$ cat src/rtl/messbauer_pkg.sv
// Shared definitions for the Mossbauer velocity-sweep sequencer:
// state encoding, minimum channel period and default widths.
package messbauer_pkg;

    typedef enum logic [1:0] {
        IDLE  = 2'd0,
        RUN   = 2'd1,
        DRAIN = 2'd2
    } state_t;

    // Shorter periods would leave no room for both phases of the channel strobe.
    localparam int MIN_PERIOD = 2;

    localparam int DEFAULT_PERIOD_WIDTH  = 16;
    localparam int DEFAULT_CHANNEL_WIDTH = 12;
    localparam int DEFAULT_SWEEP_WIDTH   = 16;

endpackage

$ cat src/rtl/messbauer_sweep_sequencer_if.sv
// Command, configuration and status signals between the run controller
// and the sweep sequencer.
interface messbauer_sweep_sequencer_if
    import messbauer_pkg::*;
#(
    parameter int PERIOD_WIDTH  = DEFAULT_PERIOD_WIDTH,
    parameter int CHANNEL_WIDTH = DEFAULT_CHANNEL_WIDTH,
    parameter int SWEEP_WIDTH   = DEFAULT_SWEEP_WIDTH
) ();

    logic                     cmd_start;
    logic                     cmd_stop;
    logic [PERIOD_WIDTH-1:0]  cfg_period;
    logic [CHANNEL_WIDTH-1:0] cfg_channels;
    logic [SWEEP_WIDTH-1:0]   cfg_sweeps;

    logic                     channel;
    logic                     start;
    logic [CHANNEL_WIDTH-1:0] channel_index;
    logic [SWEEP_WIDTH-1:0]   sweep_count;
    logic                     busy;
    logic                     done;

    modport master (
        output cmd_start, cmd_stop, cfg_period, cfg_channels, cfg_sweeps,
        input  channel, start, channel_index, sweep_count, busy, done
    );

    modport slave (
        input  cmd_start, cmd_stop, cfg_period, cfg_channels, cfg_sweeps,
        output channel, start, channel_index, sweep_count, busy, done
    );

endinterface

$ cat src/rtl/messbauer_channel_timer.sv
// Period counter for one velocity channel: produces the registered channel
// strobe and flags the last cycle of the channel.
module messbauer_channel_timer
    import messbauer_pkg::*;
#(
    parameter int PERIOD_WIDTH = DEFAULT_PERIOD_WIDTH
) (
    input  logic                    clk,
    input  logic                    areset_n,
    input  logic                    load,
    input  logic                    count,
    input  logic                    active_next,
    input  logic [PERIOD_WIDTH-1:0] period,
    output logic                    channel,
    output logic                    channel_end
);

    logic [PERIOD_WIDTH-1:0] pc;
    logic [PERIOD_WIDTH-1:0] pc_next;
    logic [PERIOD_WIDTH-1:0] half;

    always_comb begin
        half        = period >> 1;
        channel_end = count && (pc == period - 1'b1);
        pc_next     = pc;
        if (load) begin
            pc_next = '0;
        end else if (count) begin
            pc_next = channel_end ? '0 : pc + 1'b1;
        end
    end

    // The strobe is computed from the next count so it lines up with pc in the same cycle.
    always_ff @(posedge clk) begin
        if (!areset_n) begin
            pc      <= '0;
            channel <= 1'b0;
        end else begin
            pc      <= pc_next;
            channel <= active_next && (pc_next < half);
        end
    end

endmodule

$ cat src/rtl/messbauer_sweep_sequencer.sv
// Run controller for the Mossbauer velocity sweep: latches the run
// configuration, steps channels and sweeps, and handles stop with drain.
module messbauer_sweep_sequencer
    import messbauer_pkg::*;
#(
    parameter int PERIOD_WIDTH  = DEFAULT_PERIOD_WIDTH,
    parameter int CHANNEL_WIDTH = DEFAULT_CHANNEL_WIDTH,
    parameter int SWEEP_WIDTH   = DEFAULT_SWEEP_WIDTH
) (
    input  logic                      clk,
    input  logic                      areset_n,
    messbauer_sweep_sequencer_if.slave bus
);

    state_t                   state;
    logic [PERIOD_WIDTH-1:0]  p_reg;
    logic [CHANNEL_WIDTH-1:0] n_reg;
    logic [SWEEP_WIDTH-1:0]   s_reg;
    logic [CHANNEL_WIDTH-1:0] ci;
    logic [SWEEP_WIDTH-1:0]   sc;
    logic                     start_reg;
    logic                     busy_reg;
    logic                     done_reg;

    logic                     load;
    logic                     counting;
    logic                     channel_end;
    logic                     last_channel;
    logic                     sweep_end;
    logic                     run_complete;
    logic                     finish;
    logic                     active_next;
    logic [PERIOD_WIDTH-1:0]  p_cfg;
    logic [CHANNEL_WIDTH-1:0] n_cfg;
    logic [PERIOD_WIDTH-1:0]  period_sel;
    logic [CHANNEL_WIDTH-1:0] ci_next;
    logic [SWEEP_WIDTH-1:0]   sc_inc;

    // Out-of-range configuration is clamped before it is latched.
    always_comb begin
        p_cfg = (bus.cfg_period < PERIOD_WIDTH'(MIN_PERIOD)) ?
                PERIOD_WIDTH'(MIN_PERIOD) : bus.cfg_period;
        n_cfg = (bus.cfg_channels == '0) ? CHANNEL_WIDTH'(1) : bus.cfg_channels;
    end

    always_comb begin
        load         = (state == IDLE) && bus.cmd_start;
        counting     = (state == RUN) || (state == DRAIN);
        period_sel   = load ? p_cfg : p_reg;
        last_channel = (ci == n_reg - 1'b1);
        sweep_end    = channel_end && last_channel;
        sc_inc       = sc + 1'b1;
        run_complete = sweep_end && (s_reg != '0) && (sc_inc == s_reg);
        finish       = ((state == RUN) && (run_complete || (bus.cmd_stop && channel_end)))
                     || ((state == DRAIN) && channel_end);
        active_next  = load || (counting && !finish);
        ci_next      = ci;
        if (load) begin
            ci_next = '0;
        end else if (channel_end) begin
            ci_next = last_channel ? '0 : ci + 1'b1;
        end
    end

    messbauer_channel_timer #(
        .PERIOD_WIDTH(PERIOD_WIDTH)
    ) timer (
        .clk         (clk),
        .areset_n    (areset_n),
        .load        (load),
        .count       (counting),
        .active_next (active_next),
        .period      (period_sel),
        .channel     (bus.channel),
        .channel_end (channel_end)
    );

    // A stop that lands on the last cycle of a channel ends the run straight from RUN.
    always_ff @(posedge clk) begin
        if (!areset_n) begin
            state     <= IDLE;
            p_reg     <= '0;
            n_reg     <= '0;
            s_reg     <= '0;
            ci        <= '0;
            sc        <= '0;
            start_reg <= 1'b0;
            busy_reg  <= 1'b0;
            done_reg  <= 1'b0;
        end else begin
            case (state)
                IDLE: begin
                    if (bus.cmd_start) begin
                        p_reg <= p_cfg;
                        n_reg <= n_cfg;
                        s_reg <= bus.cfg_sweeps;
                        sc    <= '0;
                        state <= RUN;
                    end
                end
                RUN: begin
                    if (finish) begin
                        state <= IDLE;
                    end else if (bus.cmd_stop) begin
                        state <= DRAIN;
                    end
                end
                DRAIN: begin
                    if (finish) begin
                        state <= IDLE;
                    end
                end
                default: state <= IDLE;
            endcase

            if (counting && sweep_end) begin
                sc <= sc_inc;
            end
            ci        <= ci_next;
            busy_reg  <= active_next;
            start_reg <= active_next && (ci_next == '0);
            done_reg  <= finish;
        end
    end

    assign bus.start         = start_reg;
    assign bus.busy          = busy_reg;
    assign bus.done          = done_reg;
    assign bus.channel_index = ci;
    assign bus.sweep_count   = sc;

endmodule
$ cat src/flat_wrapper.sv
// flat-port wrapper written by rule: the top's interface ports become plain ports
module messbauer_sweep_sequencer_flat import messbauer_pkg::*;
#(
    parameter int PERIOD_WIDTH  = DEFAULT_PERIOD_WIDTH,
    parameter int CHANNEL_WIDTH = DEFAULT_CHANNEL_WIDTH,
    parameter int SWEEP_WIDTH   = DEFAULT_SWEEP_WIDTH
)
  (clk, areset_n, bus_cmd_start, bus_cmd_stop, bus_cfg_period, bus_cfg_channels, bus_cfg_sweeps, bus_channel, bus_start, bus_channel_index, bus_sweep_count, bus_busy, bus_done);
  messbauer_sweep_sequencer_if #(.PERIOD_WIDTH(PERIOD_WIDTH), .CHANNEL_WIDTH(CHANNEL_WIDTH), .SWEEP_WIDTH(SWEEP_WIDTH)) bus_i ();
  input  logic clk;
  input  logic areset_n;
  input wire logic [$bits(bus_i.cmd_start)-1:0] bus_cmd_start;
  input wire logic [$bits(bus_i.cmd_stop)-1:0] bus_cmd_stop;
  input wire logic [$bits(bus_i.cfg_period)-1:0] bus_cfg_period;
  input wire logic [$bits(bus_i.cfg_channels)-1:0] bus_cfg_channels;
  input wire logic [$bits(bus_i.cfg_sweeps)-1:0] bus_cfg_sweeps;
  output wire logic [$bits(bus_i.channel)-1:0] bus_channel;
  output wire logic [$bits(bus_i.start)-1:0] bus_start;
  output wire logic [$bits(bus_i.channel_index)-1:0] bus_channel_index;
  output wire logic [$bits(bus_i.sweep_count)-1:0] bus_sweep_count;
  output wire logic [$bits(bus_i.busy)-1:0] bus_busy;
  output wire logic [$bits(bus_i.done)-1:0] bus_done;
  assign bus_i.cmd_start = bus_cmd_start;
  assign bus_i.cmd_stop = bus_cmd_stop;
  assign bus_i.cfg_period = bus_cfg_period;
  assign bus_i.cfg_channels = bus_cfg_channels;
  assign bus_i.cfg_sweeps = bus_cfg_sweeps;
  assign bus_channel = bus_i.channel;
  assign bus_start = bus_i.start;
  assign bus_channel_index = bus_i.channel_index;
  assign bus_sweep_count = bus_i.sweep_count;
  assign bus_busy = bus_i.busy;
  assign bus_done = bus_i.done;
  messbauer_sweep_sequencer #(.PERIOD_WIDTH(PERIOD_WIDTH), .CHANNEL_WIDTH(CHANNEL_WIDTH), .SWEEP_WIDTH(SWEEP_WIDTH)) u_core (.clk(clk), .areset_n(areset_n), .bus(bus_i));
endmodule
$ cat config.mk
export PLATFORM = sky130hd
export DESIGN_NAME = messbauer_sweep_sequencer_flat
export DESIGN_NICKNAME = d
export VERILOG_FILES = /design/src/rtl/messbauer_pkg.sv /design/src/rtl/messbauer_sweep_sequencer_if.sv /design/src/rtl/messbauer_channel_timer.sv /design/src/rtl/messbauer_sweep_sequencer.sv /design/src/flat_wrapper.sv
export SDC_FILE = /design/constraint.sdc
export NUM_CORES = 1
export LEC_CHECK = 0
export CAP_MARGIN = 20
export CORE_MARGIN = 10
export CORE_UTILIZATION = 55
export CTS_BUF_LIST = sky130_fd_sc_hd__clkbuf_4
export CTS_CLUSTER_SIZE = 12
export DETAILED_ROUTE_END_ITERATION = 8
export DONT_BUFFER_PORTS = 1
export PLACE_DENSITY_LB_ADDON = 0.15
export REMOVE_ABC_BUFFERS = 1
export SETUP_SLACK_MARGIN = 0.3
export SYNTH_ARGS = -nofsm -noshare
export SYNTH_HDL_FRONTEND = slang
export SYNTH_SLANG_ARGS = --single-unit
$ cat constraint.sdc
create_clock -name clk -period 6.6 [get_ports clk]
set_input_delay 1.32 -clock clk [delete_from_list [all_inputs] [get_ports clk]]
set_output_delay 1.32 -clock clk [all_outputs]
set_load 0.01 [all_outputs]
==> flow_metrics.tcl, run 1 <==
set metrics [dict create \
    gp_congestion 0.898 \
    clk_latency_ns 0.48 \
    fill_cells 1007 \
    hold_class "reg2reg" \
    synth_cell_types 80 \
    cts_made_buffers 9 \
    yosys_register_bits 94 \
    ant_nets 0 \
    syn_to_final_growth_pct 3.54 \
    cts_tree "built" \
    syn_area_per_cell_um2 7.86 \
    vdd_ir_drop_max_v 0.000168 \
    fin_nets 838 \
    num_vias 5748 \
    max_stage_delay_ns 0.42 \
    dieArea_um2 16000 \
    portBuffers 0 \
    hold_buffers 0 \
    fin_area_um2 6440 \
    crit_buf_inv 1 \
    drive_above_1_share_pct 6.99 \
    status "finished, final reports clean" \
    synthCells 791 \
    grt-ovfl-total 0 \
    drt_iter0_drc 622 \
    fin_util_pct 58.9 \
    slew-limit-headroom_pct 39.3 \
    fin_setup_tns_ns 0 \
    synthArstFlopShare_pct 0 \
    power_density_nw_per_um2 295 \
    period_minus_slack_ns 5.63 \
    syn_area_um2 6220 \
    die_w_um 126 \
    final-setup-viol-count 0 \
    critPathTopFamily "simple AND/OR/NAND/NOR gates" \
    fin_skew_ns 0.0154 \
    drc 0 \
    initial_core_util_pct 56.9 \
    power_uw 1900 \
    pin_count 80 \
    wire_per_inst_um 18.9 \
    hpwlAfterDp_um 12900 \
    core_um2 10900 \
    cts_setup_buffers 0 \
    leakagePower_uw 0.00234 \
    path_cells "nor4_1 -> nand4_1 -> a31oi_1 -> ha_1 -> nand3_1 -> nor4_2 -> nand2_1 -> o311ai_2 -> and4bb_2 -> nand2_2 -> nand2_1 -> buf_4 -> nor2_1 -> ha_1 -> a21o_1 -> a21o_1 -> a21oi_1 -> nor2b_1 -> o21ai_0 -> nand2b_1 -> a21oi_1 -> o2111a_1" \
    crit_path_end "u_core.timer.channel$_SDFF_PN0_" \
    grt_pass1_vias 5346 \
    reg2reg_slack_ns 1.18 \
    critPathMaxFanout 24 \
    fmax_mhz 178 \
    cp-startpoint "bus_cfg_period[13]" \
    firstDrtPassIters 5 \
    n_antenna_cell 0 \
    wirelength_um 17300 \
    seq_area_um2 1880 \
    setup_ws_ns 0.973 \
    worstSetupPathDepth 22 \
    finalCritPeriodShare_pct 85.3 \
    r2r-end "u_core.timer.channel$_SDFF_PN0_" \
    reg2reg_depth 27 \
    crit_type "in2reg" \
    ys_warn_count 0 \
    cp-start-kind "primary input" \
    final-hold-violation-count 0 \
    layout_common_cells "dfxtp_1, nand2_1, nor2_1" \
    cts_root_buffer "clkbuf_4" \
    avgViaCountPerCell 6.30 \
    num_rows 38 \
    die_h_um 126 \
    ys_seq_area_share_pct 30.2 \
    cts.sinks 94 \
    rsz0062_at_grt "false" \
    ys.flop_type "dfxtp_1" \
    final_common_cell "dfxtp_1" \
    required_ns 7.04 \
    arrival_ns 6.07 \
    multiInputGateArea_um2 4090 \
    slowest_stage "a31oi_1" \
    dpl_worst_slack_ns 0.511 \
    htreeDepth 3 \
    grt_max_degree 76 \
    worst_slew_pin_slew_ns 0.902 \
    place_area_um2 6250 \
    maxCapViolations 0 \
    maxSlewViolCount 0 \
    synth_enable_flop_cells 0 \
    grt_first_pass_wirelength_um 27900 \
    r2r-start "u_core.state[0]$_SDFFE_PN0P_" \
    end_kind "flip-flop" \
    cts.repair.resized 0 \
    antenna_found_initial 0 \
    cts_buffer_depth 2 \
    path_clk_slew_ns 0.16 \
    track_usage_pct 21.0 \
]
==> power by group <==
| group | switching [uW] | internal [uW] |
|---|---|---|
| Sequential | 61.4 | 626 |
| Combinational | 489 | 309 |
| Clock | 221 | 197 |
| Total | 771 | 1130 |
==> worst min-delay path: stages (launching register included) <==
cell and delay (ns):
dfxtp_1 0.35, nand2_1 0.06, a21oi_1 0.05
==> cell usage after synthesis, drive strengths merged (14+ instances only) <==
cell type	number	share of area (%)
a21oi	64	5.3
nor2	79	4.8
nor4	22	2.5
ha	23	4.6
xnor2	52	7.3
clkbuf	27	1.6
nand3	32	2.8
inv	17	1.0
and3	16	1.6
nand4	14	1.4
xor2	31	4.4
mux2i	15	2.8
o21ai	27	2.2
nand2	94	5.8
dfxtp	94	30
nor3	33	2.7
==> metrics by stage <==
stage | std cells | hold slack [ns]
2_1_floorplan | 751 | 0.446
3_3_place_gp | 896 | 0.458
3_5_place_dp | 896 | 0.464
4_1_cts | 912 | 0.484
5_1_grt | 912 | 0.520
6_report | 912 | 0.488
==> logic make-up after synthesis <==
group | Yosys count | share of synthesized area (%)
simple gates | 360 | 29.9
compound gates | 156 | 16.3
flops | 94 | 30.2
xor+xnor | 83 | 11.7
buf+inv | 58 | 4.06
fa+ha+maj | 23 | 4.63
mux | 17 | 3.22
==> worst min-delay path by stage <==
stage	startpoint	end	depth (start not counted)
5_1_grt	u_core.state[0]$_SDFFE_PN0P_	u_core.state[0]$_SDFFE_PN0P_	2
4_1_cts	u_core.n_reg[11]$_SDFFE_PN0P_	u_core.n_reg[11]$_SDFFE_PN0P_	2
2_1_floorplan	u_core.s_reg[2]$_SDFFE_PN0P_	u_core.s_reg[2]$_SDFFE_PN0P_	2
3_5_place_dp	u_core.n_reg[11]$_SDFFE_PN0P_	u_core.n_reg[11]$_SDFFE_PN0P_	2
3_3_place_gp	u_core.s_reg[2]$_SDFFE_PN0P_	u_core.s_reg[2]$_SDFFE_PN0P_	2
6_report	u_core.n_reg[11]$_SDFFE_PN0P_	u_core.n_reg[11]$_SDFFE_PN0P_	2
==> layout make-up <==
class / instances / share of cell area [%]
clock buffers: 9 / 1.05
clock inverters: 7 / 1.94
inverters: 18 / 1.05
multi-input cells: 639 / 63.4
flip-flops and latches: 94 / 29.2
well taps: 140 / 2.72
repair buffers: 5 / 0.583
==> metal layers <==
metal  GRT usage [%]  part of all wire, %
met5               0                    0
met4            7.17                  1.7
met3            5.21                  7.4
met2            34.0                   46
met1            26.6                   45
(Power assumes the default switching activity.)
==> run 2: changes to the inputs <==
SLEW_MARGIN = 40   (was unset)
==> run 2 against run 1 <==
Effect of this change:
- utilization rose by 0.24 points
- final cell count rose by 0.11%
- total power barely moved
- sequential power barely moved
- global-route usage did not move
- setup slack improved by 0.027 ns
- register-to-register slack barely moved
- maximum frequency rose by 0.48%
==> flow_metrics.tcl, run 2 (synthesis results as in run 1) <==
set metrics [dict create \
    rsz0062_at_grt "false" \
    cp-start-kind "primary input" \
    hpwlAfterDp_um 12900 \
    fin_util_pct 59.1 \
    die_h_um 126 \
    period_minus_slack_ns 5.60 \
    hold_class "reg2reg" \
    grt_pass1_vias 5346 \
    die_w_um 126 \
    crit_type "in2reg" \
    syn_to_final_growth_pct 3.96 \
    n_antenna_cell 0 \
    r2r-end "u_core.timer.channel$_SDFF_PN0_" \
    power_frac_comb_pct 41.9 \
    cts_made_buffers 9 \
    grt_max_degree 76 \
    clock_power_share_pct 22.0 \
    p_int_uw 1130 \
    cts_tree "built" \
    fin_setup_tns_ns 0 \
    slew-limit-headroom_pct 50.2 \
    track_usage_pct 21.0 \
    end_kind "flip-flop" \
    portBuffers 0 \
    busiest_layer "met2" \
    final-setup-viol-count 0 \
    arrival_ns 6.04 \
    grtUsageMet1_pct 26.6 \
    num_vias 5743 \
    power_uw 1900 \
    dpl_worst_slack_ns 0.511 \
    antenna_found_initial 0 \
    holdCritStartpoint "u_core.n_reg[11]$_SDFFE_PN0P_" \
    leakagePower_uw 0.00235 \
    path_clk_slew_ns 0.17 \
    avgViaCountPerCell 6.29 \
    drt_iter0_drc 673 \
    cts.repair.resized 0 \
    fmax_mhz 179 \
    htreeDepth 3 \
    finalCritPeriodShare_pct 84.9 \
    final_common_cell "dfxtp_1" \
    core_um2 10900 \
    clk_latency_ns 0.48 \
    swShare_pct 40.5 \
    status "finished, final reports clean" \
    reg2reg_slack_ns 1.18 \
    num_rows 38 \
    pin_count 80 \
    drc 0 \
    maxSlewViolCount 0 \
    r2r-start "u_core.state[0]$_SDFFE_PN0P_" \
    place_area_um2 6250 \
    wire_per_inst_um 18.9 \
    firstDrtPassIters 5 \
    vdd_ir_drop_max_v 0.000169 \
    setup_ws_ns 1.00 \
    grt-ovfl-total 0 \
    power_density_nw_per_um2 294 \
    cts.sinks 94 \
    drive_above_1_share_pct 7.24 \
    final-hold-violation-count 0 \
    dieArea_um2 16000 \
    required_ns 7.04 \
    power.switching_uw 771 \
    cts_buffer_depth 2 \
    initial_core_util_pct 56.9 \
    cts_setup_buffers 0 \
    worst_slew_pin_slew_ns 0.747 \
    grt_first_pass_wirelength_um 27900 \
    whs_path_depth 2 \
    layout_common_cells "dfxtp_1, nand2_1, nor2_1" \
    use_met2_pct 34.0 \
    gp_congestion 0.898 \
    min_to "u_core.n_reg[11]$_SDFFE_PN0P_" \
    critPathMaxFanout 24 \
    fin_area_um2 6470 \
    hold_buffers 0 \
    reg2reg_depth 27 \
    grt_util_met3_pct 5.21 \
    ant_nets 0 \
    wirelength_um 17200 \
    cts_root_buffer "clkbuf_4" \
    fin_nets 839 \
    maxCapViolations 0 \
    fin_skew_ns 0.0211 \
    p_seq_share_pct 36.1 \
]
-- run 2: changes by cell type in the layout (fill, tap and decap cells not counted) --
cell    before  now
buf_12       0    1
nor4_1      19   18
nor4_2       3    4
-- run 2: power by group through the flow --
stage | clock network, uW | logic, uW | registers, uW
6_report | 418 | 798 | 687
5_1_grt | 444 | 880 | 696
4_1_cts | 424 | 786 | 688
3_5_place_dp | 0 | 782 | 701
3_3_place_gp | 0 | 762 | 698
2_1_floorplan | 0 | 597 | 681
-- run 2: layout make-up --
| class | instances | area, um^2 |
|---|---|---|
| Clock buffer | 9 | 67.6 |
| Clock inverter | 7 | 125 |
| Fill cell | 1006 | 4470 |
| Inverter | 18 | 67.6 |
| Multi-Input combinational cell | 639 | 4090 |
| Sequential cell | 94 | 1880 |
| Tap cell | 140 | 175 |
| Timing Repair Buffer | 6 | 57.6 |
-- run 2: critical path, cell delays in order --
cell	delay (ns)
nor4_1	0.38
nand4_1	0.28
a31oi_1	0.44
ha_1	0.28
nand3_1	0.13
nor4_2	0.33
nand2_1	0.12
o311ai_2	0.36
and4bb_2	0.36
nand2_2	0.16
nand2_1	0.15
buf_4	0.27
nor2_1	0.08
ha_1	0.31
a21o_1	0.16
a21o_1	0.16
a21oi_1	0.13
nor2b_1	0.05
o21ai_0	0.16
nand2b_1	0.07
a21oi_1	0.14
o2111a_1	0.17
-- run 2: how the worst max path moves through the flow --
stage / from / endpoint / slack (ns) / cells after the start
global placement: bus_cfg_period[13] / u_core.timer.channel$_SDFF_PN0_ / 0.72 / 22
finish: bus_cfg_period[13] / u_core.timer.channel$_SDFF_PN0_ / 1.0 / 22
global route: bus_cfg_period[13] / u_core.timer.channel$_SDFF_PN0_ / 0.58 / 22
detailed placement: bus_cfg_period[13] / u_core.timer.channel$_SDFF_PN0_ / 0.51 / 22
CTS: bus_cfg_period[13] / u_core.timer.channel$_SDFF_PN0_ / 1.03 / 22
floorplan: bus_cmd_start / u_core.timer.channel$_SDFF_PN0_ / 0.67 / 19
-- run 2: metal layers --
layer  part of all wire [%]  vias up
met2                     47      210
met5                      0        -
met4                    1.6        0
met1                     44     2722
met3                    8.2       21
li1                       -     2790
-- run 2: stage by stage --
step	std cells	hold WS (ns)
after detailed placement	896	0.464
after CTS	912	0.484
final	913	0.488
after floorplan	751	0.446
after global routing	913	0.520
after global placement	896	0.458
==> RTL edit 1 (settings of run 2) <==
Encoding of `state_t`: now one-hot (3 bits for 3 states).
--- a/src/rtl/messbauer_pkg.sv
+++ b/src/rtl/messbauer_pkg.sv
@@ -3,8 +3,8 @@
 package messbauer_pkg;
 
-    typedef enum logic [1:0] {
-        IDLE  = 2'd0,
-        RUN   = 2'd1,
-        DRAIN = 2'd2
+    typedef enum logic [2:0] {
+        IDLE  = 3'b001,
+        RUN   = 3'b010,
+        DRAIN = 3'b100
     } state_t;
 
Behaviour: no difference found for any inputs over 10 cycles, from zero or initial values and one cycle with areset_n low; not proved beyond that.
==> RTL edit 1 against run 2 <==
  * Routed wire length fell by 7.2%
  * Setup slack worse by 270 ps
  * Sequential share of layout area increased by 1.3 points
  * Synthesized area is 2.1% lower
  * Critical endpoint unchanged
  * Cell area is 3.2% lower
  * Via count decreased by 5.8%
  * Sequential cell count grew 1
Power is not compared: it rests on default switching activity, and its combinational part moved more than twofold at a synthesized area within 25%.
==> RTL edit 1: results (changes against run 2) <==
[critical_path]
r2r_slack_ps=1450  ; was 1180 ps
cp_max_fo=12  ; was 24
arrival_ps=6290  ; was 6040 ps

[synth]
synth_cell_types=78  ; was 80
yosysSeqAreaShare_pct=31.2  ; was 30.2%
synth.area.top_cells=dfxtp_1 (31%), xnor2_1 (7.0%), nand2_1 (5.7%)  ; was dfxtp_1 (30%), xnor2_1 (7.3%), nand2_1 (5.6%)
yosys-top-cells-count=dfxtp_1 (95), nand2_1 (93), nor2_1 (76)  ; was dfxtp_1 (94), nand2_1 (92), nor2_1 (79)

[route]
avgViaCountPerCell=6.15  ; was 6.29
drtIter0Drc=471  ; was 673
wl_um=16000  ; was 17200 um

[clocking]
clock_path_buffers=2  ; unchanged
post-cts-setup-buffer-count=0  ; unchanged
clkTransAtPathRegs_ps=140  ; was 170 ps

[sta]
tightest_slew_ps=567  ; was 747 ps
fin_skew_ps=17.2  ; was 21.1 ps
hold_slack_ps=477  ; was 488 ps

[finish]
syn2layout_area_growth_pct=2.75  ; was 3.96%
fin_nets=803  ; was 839
fillers=1015  ; was 1006

[placed_design]
place_ws_ps=366  ; was 511 ps
gp_congestion=0.899  ; was 0.898
dpl.hpwl_um=11900  ; was 12900 um
dpl_cell_area_um2=6130  ; was 6250 um2

[grt]
grt_pass1_vias=5294  ; was 5346
grt_first_pass_wirelength_um=26700  ; was 27900 um
grt_usage_pct=20.0  ; was 21.0%

[status]
outcome=finished, final reports clean  ; unchanged

## RTL edit 1: critical path, stage by stage
cell	delay, ps
or4_1	580
and4b_1	390
a21o_1	220
and2_1	200
ha_1	250
nor3b_1	220
mux2i_1	170
nor3b_1	220
and4b_1	220
nor4_1	400
nand4b_2	170
nand2_1	150
buf_4	200
nor2_1	70
ha_1	200
a21o_1	150
a21o_1	170
a21oi_1	140
nor2b_1	70
o21ai_0	140
nand2b_1	90
a221oi_1	300
o2111a_1	220
## RTL edit 1: worst paths after layout
check	start	endpoint	depth (start not counted)
hold / removal	u_core.n_reg[11]$_SDFFE_PN0P_	u_core.n_reg[11]$_SDFFE_PN0P_	2
setup reg to reg	u_core.state[0]$_SDFFE_PN1P_	u_core.timer.channel$_SDFF_PN0_	22
hold reg to reg	u_core.n_reg[11]$_SDFFE_PN0P_	u_core.n_reg[11]$_SDFFE_PN0P_	2
setup / recovery	bus_cfg_period[13]	u_core.timer.channel$_SDFF_PN0_	23
## RTL edit 1: area by class of cell
cell class	count	area share, %
Timing Repair Buffer	8	0.960
Clock inverter	5	0.800
Clock buffer	10	1.20
Inverter	13	0.780
Tap cell	140	2.80
Sequential cell	95	30.4
Multi-Input combinational cell	609	63.1
## RTL edit 1: metal layers
layer	global-route usage [%]	part of all wire, %	wire, um	up-vias
li1	-	-	-	2644
met1	24.9	43	6890	2575
met2	32.7	48	7610	164
met3	4.48	7.2	1150	27
met4	8.20	2.3	366	0
met5	0	0	0	-
## RTL edit 1: cells by family (layout without fill, tap and decap cells)
group,count (synthesis),count (layout),share of synthesized area [%]
muxes,22,22,3.88
DFF,95,95,31.2
xor gates and xnor gates,89,89,12.9
adders and majority gates,19,19,3.90
AOI/OAI and AO/OA,141,141,15.1
buffers and inverters,54,36,4.13
and+or+nand+nor,338,338,28.8
## RTL edit 1: report_power, final
| part | internal [mW] | leakage [nW] | total, mW | switching, mW |
|---|---|---|---|---|
| Clock | 0.115 | 0.0673 | 0.311 | 0.196 |
| Sequential | 0.595 | 0.773 | 0.617 | 0.0218 |
| Combinational | 0.111 | 1.48 | 0.268 | 0.157 |
## RTL edit 1: stage by stage
| stage | instances | power, mW |
|---|---|---|
| after detailed placement | 865 | 0.894 |
| after global routing | 880 | 1.26 |
| final | 880 | 1.20 |
| after CTS | 880 | 1.20 |
| after floorplan | 717 | 0.833 |
| after global placement | 865 | 0.887 |
==> RTL edit 2 (config.mk and constraints of run 2) <==
Made on the original files. Change the package constant `DEFAULT_PERIOD_WIDTH` from 16 to 32.
--- a/src/rtl/messbauer_pkg.sv
+++ b/src/rtl/messbauer_pkg.sv
@@ -12,5 +12,5 @@
     localparam int MIN_PERIOD = 2;
 
-    localparam int DEFAULT_PERIOD_WIDTH  = 16;
+    localparam int DEFAULT_PERIOD_WIDTH  = 32;
     localparam int DEFAULT_CHANNEL_WIDTH = 12;
     localparam int DEFAULT_SWEEP_WIDTH   = 16;
Ports: changed (resized bus_cfg_period); port bits go from 80 to 96. No check against the original RTL was run, so the function may have changed too.
==> RTL edit 2 against run 2 <==
  * Synthesized cell count up 44%
  * Worst hold slack worse by 1.8 ps
  * Setup slack worse by 690 ps
  * Highest routed layer unchanged
  * Routed wire length up 56%
  * Non-clock buffer count up 54
  * Sequential cell count up 32
  * Sequential power up 22%
  * Critical path type unchanged
  * Largest power group is now sequential cells
  * Cell area up 58%
  * Power up 14%
  * Synthesized area up 46%
  * Maximum frequency down 11%
==> RTL edit 2: results (changes against run 2) <==
[synth]
yosysWarnings=0  ; unchanged
synth_cell_types=92  ; was 80
synth_adder_area_share_pct=5.23  ; was 4.63%
yosys-top-cells-count=nor2_1 (127), dfxtp_1 (126), nand2_1 (120)  ; was dfxtp_1 (94), nand2_1 (92), nor2_1 (79)
synthArstFlopShare_pct=0  ; unchanged
synth-xor-area-share_pct=11.3  ; was 11.7%
synthMuxAreaShare_pct=4.65  ; was 3.22%
yosysSeqAreaShare_pct=27.7  ; was 30.2%
synth.area.top_cells=dfxtp_1 (28%), xnor2_1 (6.9%), nor2_1 (5.2%)  ; was dfxtp_1 (30%), xnor2_1 (7.3%), nand2_1 (5.6%)
synth_compound_area_share_pct=16.9  ; was 16.3%

[power_and_ir_drop]
power.leakage_nw=3.74  ; was 2.35 nW
irDropWorstVdd_mv=0.218  ; was 0.169 mV

[clocking]
clkTransAtPathRegs_ps=140  ; was 170 ps
cts_resized=9  ; was 0
clockRootBuffer=clkbuf_4  ; unchanged
clock_latency_ps=570  ; was 480 ps
cts.sinks=126  ; was 94
htreeDepth=4  ; was 3

[min_path]
whs_path_depth=2  ; unchanged
hp-class=flip-flop to flip-flop  ; unchanged

[finish]
drive_gt1_share_pct=15.4  ; was 7.24%
num-nonclk-inverters=25  ; was 18
multi_input_cells=925  ; was 639
buffers=60  ; was 6
non_clock_buffer_area_share_pct=5.29  ; was 0.890%
clock_buffers=17  ; was 9
seq_area_um2=2520  ; was 1880 um2
antennaDiodeCount=1  ; was 0
fin_nets=1257  ; was 839
multi_input_area_share_pct=63.3  ; about the same
fillers=1431  ; was 1006
clkCellAreaFrac_pct=3.05  ; was 2.98%

[critical_path]
arrival_ps=6770  ; was 6040 ps
path_delay_family=compound AO/OA/AOI/OAI gates  ; was simple AND/OR/NAND/NOR gates
r2r_slack_ps=580  ; was 1180 ps
worst_r2r_path_depth=25  ; was 27
cp_slowest_cell=or4b_4  ; was a31oi_1
critPathMaxStageDelay_ps=570  ; was 440 ps
cp_max_fo=7  ; was 24

[placed_design]
dpl.hpwl_um=19700  ; was 12900 um
port_buffers=0  ; unchanged
gp_congestion=0.941  ; was 0.898

[route]
wl_met3_um=2090  ; was 1410 um
drt-pass1-iter-count=6  ; was 5
drtIter0Drc=570  ; was 673
wl_per_cell_um=19.4  ; was 18.9 um
dr_wl_met2_um=12600  ; was 8030 um
avgViaCountPerCell=6.12  ; was 6.29
dr.max_layer_used=met4  ; unchanged
m1WireLength_um=11500  ; was 7530 um

[sta]
fin_skew_ps=24.6  ; was 21.1 ps
relSlewSlack_pct=51.9  ; was 50.2%

[grt]
grt_usage_pct=23.2  ; was 21.0%
grt_first_pass_wirelength_um=41700  ; was 27900 um
antenna_found_initial=1  ; was 0
grt_max_degree=66  ; was 76
grt_pass1_vias=7762  ; was 5346

[status]
outcome=finished, final reports clean  ; unchanged

-- RTL edit 2: changes by cell type after synthesis, sizes merged, moves of 16 or more --
cell / delta
nor3: +26
nand3: +16
nor2: +48
dfxtp: +32
mux2i: +22
nand2: +27
xnor2: +20
-- RTL edit 2: worst min-delay path, cell delays in order (launching register included) --
cell	delay, ps
dfxtp_1	350
nand2_1	60
a21oi_1	50
-- RTL edit 2: through the flow --
stage	setup slack [ps]	total power [mW]	instances	hold slack, ps	instance area (um2)
CTS	304	2.12	1371	487	9810
finish	306	2.17	1385	486	10200
floorplan	-1590	1.30	1076	449	8780
global placement	-259	1.50	1339	459	9440
detailed placement	-455	1.51	1339	465	9450
global route	37.8	2.29	1385	511	10200
-- RTL edit 2: final timing paths --
check	start	end
hold reg to reg	u_core.n_reg[11]$_SDFFE_PN0P_	u_core.n_reg[11]$_SDFFE_PN0P_
setup / recovery	bus_cfg_period[21]	u_core.timer.channel$_SDFF_PN0_
setup reg to reg	u_core.state[0]$_SDFFE_PN0P_	u_core.timer.channel$_SDFF_PN0_
hold / removal	u_core.n_reg[11]$_SDFFE_PN0P_	u_core.n_reg[11]$_SDFFE_PN0P_
-- RTL edit 2: routing by layer --
metal | vias to the layer above | GRT usage, %
met5 | - | 0
met4 | 0 | 7.43
met3 | 36 | 6.22
met2 | 278 | 37.9
met1 | 4001 | 28.9
li1 | 4163 | -
-- RTL edit 2: logic make-up after synthesis --
family	after synthesis
adders and majority gates	38
AOI/OAI and AO/OA	218
muxes	41
buffers and inverters	86
DFF	126
xor gates and xnor gates	114
and+or+nand+nor	514
-- RTL edit 2: power by group --
part	leakage [nW]	total (mW)	switching, mW	internal [mW]
clock	0.153	0.600	0.333	0.267
sequential	1.03	0.840	0.0393	0.801
combinational	2.56	0.727	0.417	0.310
